--- src/rtl/inst_fetch_unit.sv ---
// Instruction fetch stage: PC, in-order imem requests, PC-tagged fetch queue, redirect flush.
// Optional macro IFU_STALL_CNT_EN adds a saturating stall_cnt output.
module inst_fetch_unit #(
  parameter logic [31:0] RESET_PC    = 32'h0000_0000,
  parameter int          QUEUE_DEPTH = 2
) (
  input  logic        clk,
  input  logic        rst_n,
  output logic        imem_req_valid,
  input  logic        imem_req_ready,
  output logic [31:0] imem_req_addr,
  input  logic        imem_rsp_valid,
  input  logic [31:0] imem_rsp_data,
  input  logic        redirect_valid,
  input  logic [31:0] redirect_pc,
  output logic        inst_valid,
  input  logic        inst_ready,
  output logic [31:0] instruction_word,
  output logic [31:0] inst_pc
`ifdef IFU_STALL_CNT_EN
  ,
  output logic [31:0] stall_cnt
`endif
);

  localparam int          AW      = $clog2(QUEUE_DEPTH);
  localparam logic [AW:0] DEPTH_C = (AW+1)'(QUEUE_DEPTH);

  logic [31:0]   pc_r;
  logic [31:0]   pc_q_r   [QUEUE_DEPTH];
  logic [31:0]   data_q_r [QUEUE_DEPTH];
  logic [AW-1:0] head_r;
  logic [AW:0]   count_r;     // allocated entries (filled + awaiting response)
  logic [AW:0]   nfill_r;     // filled entries, contiguous from head
  logic [15:0]   drop_cnt_r;
  logic          run_r;

  logic [AW:0]   outstanding_s;
  logic [AW-1:0] fill_idx_s;
  logic [AW-1:0] tail_idx_s;
  logic          req_fire_s;
  logic          pop_s;
  logic          rsp_drop_s;
  logic          rsp_fill_s;
  logic          rsp_any_s;
  logic [15:0]   drop_next_s;

  // Handshake decode and queue index arithmetic
  always_comb begin
    outstanding_s = count_r - nfill_r;
    fill_idx_s    = head_r + nfill_r[AW-1:0];
    tail_idx_s    = head_r + count_r[AW-1:0];
    req_fire_s    = imem_req_valid && imem_req_ready;
    pop_s         = inst_valid && inst_ready;
    rsp_drop_s    = imem_rsp_valid && (drop_cnt_r != 16'd0);
    rsp_fill_s    = imem_rsp_valid && (drop_cnt_r == 16'd0) && (outstanding_s != {(AW+1){1'b0}});
    rsp_any_s     = rsp_drop_s || rsp_fill_s;
    // Every in-flight response becomes stale on redirect, minus one consumed this cycle.
    drop_next_s   = drop_cnt_r + 16'(outstanding_s) - {15'd0, rsp_any_s};
  end

  assign imem_req_valid   = run_r && (count_r < DEPTH_C) && !redirect_valid;
  assign imem_req_addr    = pc_r;
  assign inst_valid       = (nfill_r != {(AW+1){1'b0}});
  assign instruction_word = data_q_r[head_r];
  assign inst_pc          = pc_q_r[head_r];

  // PC, queue storage, occupancy and drop accounting
  always_ff @(posedge clk or negedge rst_n) begin
    if (!rst_n) begin
      pc_r       <= {RESET_PC[31:2], 2'b00};
      head_r     <= {AW{1'b0}};
      count_r    <= {(AW+1){1'b0}};
      nfill_r    <= {(AW+1){1'b0}};
      drop_cnt_r <= 16'd0;
      run_r      <= 1'b0;
      for (int i = 0; i < QUEUE_DEPTH; i++) begin
        pc_q_r[i]   <= 32'd0;
        data_q_r[i] <= 32'd0;
      end
    end else begin
      run_r <= 1'b1;
      if (redirect_valid) begin
        pc_r       <= redirect_pc & 32'hFFFF_FFFC;
        head_r     <= {AW{1'b0}};
        count_r    <= {(AW+1){1'b0}};
        nfill_r    <= {(AW+1){1'b0}};
        drop_cnt_r <= drop_next_s;
      end else begin
        if (req_fire_s) begin
          pc_q_r[tail_idx_s] <= pc_r;
          pc_r               <= pc_r + 32'd4;
        end
        if (rsp_fill_s) begin
          data_q_r[fill_idx_s] <= imem_rsp_data;
        end
        if (rsp_drop_s) begin
          drop_cnt_r <= drop_cnt_r - 16'd1;
        end
        head_r  <= head_r + {{(AW-1){1'b0}}, pop_s};
        count_r <= count_r + {{AW{1'b0}}, req_fire_s} - {{AW{1'b0}}, pop_s};
        nfill_r <= nfill_r + {{AW{1'b0}}, rsp_fill_s} - {{AW{1'b0}}, pop_s};
      end
    end
  end

`ifdef IFU_STALL_CNT_EN
  // Saturating count of cycles with nothing for the decoder, excluding redirect cycles
  always_ff @(posedge clk or negedge rst_n) begin
    if (!rst_n) begin
      stall_cnt <= 32'd0;
    end else if (!inst_valid && !redirect_valid && (stall_cnt != 32'hFFFF_FFFF)) begin
      stall_cnt <= stall_cnt + 32'd1;
    end
  end
`endif

endmodule

--- config.mk ---
export PLATFORM = sky130hd
export DESIGN_NAME = inst_fetch_unit
export DESIGN_NICKNAME = d
export VERILOG_FILES = /design/src/rtl/inst_fetch_unit.sv
export SDC_FILE = /design/constraint.sdc
export NUM_CORES = 1
export LEC_CHECK = 0
export ABC_AREA = 0
export ABC_CLOCK_PERIOD_IN_PS = 4900
export BUFFER_PORTS_ARGS = -buffer_cell sky130_fd_sc_hd__buf_4
export CORE_MARGIN = 4
export CORE_UTILIZATION = 45
export CTS_CLUSTER_SIZE = 8
export DETAILED_ROUTE_END_ITERATION = 8
export PLACE_DENSITY = 0.76
export SYNTH_ARGS = -nofsm -noshare
export SYNTH_HDL_FRONTEND = slang
export SYNTH_SLANG_ARGS = --single-unit
export TNS_END_PERCENT = 10
--- constraint.sdc ---
create_clock -name clk -period 4.9 [get_ports clk]
set_input_delay 0.98 -clock clk [delete_from_list [all_inputs] [get_ports clk]]
set_output_delay 0.98 -clock clk [all_outputs]
set_load 0.1 [all_outputs]
Word level (Yosys, flattened, before mapping)
Cells that the tools add are included.

cells by class
  bitwise operators = 4
  add/sub/neg operators = 12
  order comparisons = 6
  reductions and logical operators = 19
  mux-type cells = 19

operators by type and width
  operator                                                    count
  two-way mux 32 bit                                          10
  bitwise mux 64 bit                                          2
  demux 32 bit (select 1 bit)                                 2
  adder 32 x 3 -> 32 bit, second input constant               1
  two-way mux 16 bit                                          2
  adder 16 x 2 -> 16 bit                                      1
  logical NOT 16 bit                                          1
  nonzero test 16 bit                                         1
  subtractor 16 x 1 -> 16 bit                                 1
  subtractor 16 x 1 -> 16 bit, second input constant          1
  logical AND 1 bit                                           9
  nonzero test 2 bit                                          4
  greater-or-equal comparator 2 bit, second input constant    3
  NOT 1 -> 2 bit                                              3
  adder 2 x 1 -> 2 bit                                        2
  less-than comparator 2 x 1 -> 1 bit, second input constant  2
  two-way mux 2 bit                                           2
  AND reduction 2 bit                                         2
  subtractor 2 x 1 -> 2 bit                                   2
  adder 1 bit                                                 3
  less-than comparator 2 bit, second input constant           1
  subtractor 2 bit                                            1
  logical NOT 1 bit                                           1
  logical OR 1 bit                                            1
  2 further kinds                                             2

storage, ports and cells
  bits of input ports = 70
  output and inout port bits = 98
  flip-flop bits (word level) = 182
  word-level logic and storage cells = 70

Longest topological paths before layout
  depth in word-level cells = 7
  depth in mapped cells = 16
  mapped depth without buffers = 16

Worst setup path after synthesis
No wires, ideal clock.

  path type = in2reg
  start = input redirect_valid
  end = register count_r[1]
  setup time = 132 ps
  required time = 4768 ps
  arrival time = 4639 ps
  slack = 129 ps
  buffers on the path = 1
  cell stages on the path = 10
  cell sequence = nor3b_1 > and2_1 > inv_1 > clkbuf_1 > ha_1 > inv_1 > ha_1 > xor2_1 > xnor2_1 > nor2_1

between the ends
  longest elaborated chain between the ends = 6

RTL lines
  item                       RTL line  source
  start: declaration         14        input logic redirect_valid,
  logical NOT 1 bit          62        assign imem_req_valid = run_r && (count_r < DEPTH_C) && !redirect_valid;
  logical AND 1 bit          62
  logical AND 1 bit          53        req_fire_s = imem_req_valid && imem_req_ready;
  adder 2 x 1 -> 2 bit       101       count_r <= count_r + {{AW{1'b0}}, req_fire_s} - {{AW{1'b0}}, pop_s};
  subtractor 2 x 1 -> 2 bit  101
  two-way mux 2 bit (*)      83        if (redirect_valid) begin
  end signal: assignment     73        count_r <= {(AW+1){1'b0}};
  end signal: assignment     86        count_r <= {(AW+1){1'b0}};
  end signal: assignment     101
  end: declaration           33        logic [AW:0] count_r;

Every way passes the cells marked *; elsewhere a longest branch is shown, timed or not.
A chain may end at the register's enable or synchronous reset.

Worst setup path after layout
  start = register drop_cnt_r[2]
  end = register drop_cnt_r[14]

between the ends
  longest elaborated chain between the ends = 6
  elaborated cells between the ends (all ways) = 12
  classes of those cells = add/sub: 3; mux: 2; reduce/logical: 7

RTL lines
  item                                                            RTL line  source
  start: declaration                                              35        logic [15:0] drop_cnt_r;
  start signal: assignment                                        88        drop_cnt_r <= drop_next_s;
  start signal: assignment                                        98        drop_cnt_r <= drop_cnt_r - 16'd1;
  branches (longest 6 deep; another with adder 16 x 2 -> 16 bit)  --

Several ways; the timed one is not identified. The select of a mux whose other input is x is not followed.

==> run metrics <==
final non-filler cell total=1,272; CTS sink count=approximately 180; Synth Register Bits=176; Inst Count DP=1,240; Hold Path Depth=2; Worst path top cell family by delay=adder cells; WL met3=1180 µm; vias in the first global route=roughly 7,100; WL per Instance=17.1 µm; Slew Viols, Final=0; Cell Area, Synth=between 0.009 and 0.01 mm²; HPWL Detailed=15,100 µm; Final #Nets=1,104; router iterations before antenna repair=5; Synth area leader=dfrtp_1; sum of negative setup slack=0 ns; pwr/cell area=494 mW/mm²; RSZ-0062 raised after global routing=false; Die Footprint=0.0235 mm²; Post-CTS Resized=0; fin crit share=73.7%; Metal-1 WL=9980 µm; CP startpoint kind=register; ys flop type=dfrtp_1; via count=~6,900; top post-synthesis cells by area=dfrtp_1 46%, mux2_2 21%, ha_1 5.8%, xnor2_1 3.0%, nand2_1 2.5%; Core Area=0.0205 mm²; hold_buf cts=0; setup bufs post-CTS=0; Setup Crit Path Kind=register to register; Post-synth EDFFs=0; CP Depth=16; Worst-Skew Late Latency=between 0.4 and 0.5 ns; Routed WL=approximately 22,000 µm; setup slack after layout=1.29 ns; ANT cells=0; P&R area growth vs syn=21.3%; Longest Clk Path Bufs=2; synthesized area per cell=about 11 µm²; yosys warns=0; Iter 0 DRT Violations=349; Setup Skew=roughly 0.019 ns; relative slew slack=32.8%; ys async rst share=100%; row cnt=52; Num CTS Buffers=17; root buf cell=clkbuf_16; die height=153 µm; Buffers on Ports=between 150 and 200; post-route antenna net violation count=0; Via density=5.44; largest net degree at the start of global routing=109; Pwr Total=around 0.0057 W; first-pass GRT wire length=36,300 µm; grt ovf=0; maximum vdd drop=between 300 and 400 µV; CP required=5.19 ns; Buffers & Inverters on Critical Path=3; htree depth=4; layout cell share with drive strength beyond 1=38.5%; minimum clock period=between 3 and 4 ns; top routing layer used=met4; Global Route Usage Sum=18.7%; WL met2=10,200 µm; post-synthesis sequential area ratio=46.4%; post-synth top area share=a little under half; Die W=153 µm; MaxCap Viol Count=0; Syn Inst Count=840; critical path cell sequence=inv_1 -> ha_1 -> nand4_1 -> nor2_1 -> a31oi_1 -> ha_1 -> inv_1 -> ha_1 -> inv_1 -> fa_1 -> nor2b_1 -> o211ai_1 -> a211oi_1 -> o22ai_1 -> xnor2_1 -> mux2i_1; Worst Tran Pin Value=1.01 ns; crit-path max cell delay=0.41 ns; count leader, synth=dfrtp_1; synth unique cells=63; Ports=168; CTS tree=done; Post-synth top cells=176 x dfrtp_1, 174 x mux2_2, 63 x nand2_1, 45 x o21ai_0, 44 x ha_1; Hold/Removal Path Class=register to register; Hold Vio Cnt, Final=0; post-route core utilization=between 50% and 60%; drc violations=0; pre-CTS WS=between 1 and 1.5 ns; Fmax=277 MHz; CP max-delay cell=fa_1; clock transition at the registers of the reported paths=approximately 0.07 ns; critical path arrival=slightly below 4 ns; antenna violations before repair=0; endpoints failing setup=0; GPL Wtd Cong=between 0.8 and 0.9; Initial Util=46.3%; critical path endpoint category=register; status=completed; Leak=between 5 and 6 nW; worst-path maximum fanout=5; worst reg2reg path depth=16
area by class of cell:
type	instances	area, µm²
fillers	1750	8980
multi-input cells	583	4730
flip-flops and latches	176	4410
repair buffers	169	1280
clock buffers	18	429
well taps	270	338
clock inverters	14	169
inverters	42	158
stage by stage:
stage	hold slack, ns	cell area (µm²)
after floorplan	0.444	9510
after global placement	0.456	10900
after detailed placement	0.465	10900
after CTS	0.480	11500
after global routing	0.507	11500
final	0.480	11500
placed cells by master, fill, tap and decap left out, drive strengths merged, types with 12 or more instances in the layout:
cell type	instances
a21oi	20
buf	169
clkbuf	18
dfrtp	176
ha	44
inv	48
mux2	175
nand2	63
nand3	14
nor2	36
nor2b	14
o21ai	46
o311ai	12
xnor2	32
logic make-up after synthesis:
| group | after synthesis | synth area share, % |
|---|---|---|
| AO/OA/AOI/OAI | 124 | 8.60 |
| XOR/XNOR | 37 | 3.41 |
| buffers and inverters | 84 | 3.87 |
| adder cells (fa/ha/maj) | 45 | 6.01 |
| other | 2 | 0.0791 |
| multiplexers | 181 | 21.4 |
| AND/OR/NAND/NOR | 191 | 10.3 |
| flip-flops | 176 | 46.4 |
tightest hold or removal path, delay by kind of cell, from the launching register on:
family / cells / cell delay [ns]
compound gates: 1 / 0.06
flops: 1 / 0.34
simple gates: 1 / 0.05
layer usage:
layer | up-vias | track usage, %
met5 | - | 0
met4 | 0 | 5.47
met3 | 26 | 4.47
met2 | 206 | 29.7
met1 | 3399 | 25.5
li1 | 3293 | -
final timing paths:
kind	slack [ns]	endpoint	from
setup reg to reg	1.29	drop_cnt_r[14]	drop_cnt_r[2]
max in group asynchronous	3.15	nfill_r[0]	rst_n
min in group asynchronous	0.67	data_q_r[12]	rst_n
hold reg to reg	0.48	pc_q_r[29]	pc_q_r[29]
setup / recovery	1.29	drop_cnt_r[14]	drop_cnt_r[2]
hold / removal	0.48	pc_q_r[29]	pc_q_r[29]
sequential cells by signal, summed over array words and instances (netlist names):
register       cells
nfill_r            2
data_q_r          64
count_r            2
drop_cnt_r        16
pc_q_r            60
imem_req_addr     30
run_r              1
head_r             1
report_power, final:
group	total, W	internal (W)	switching [W]
Combinational	0.00249	0.000891	0.00160
Sequential	0.00182	0.00167	0.000159
Clock	0.00137	0.000730	0.000645
Total	0.00569	0.00329	0.00240
(Power assumes the default switching activity.)
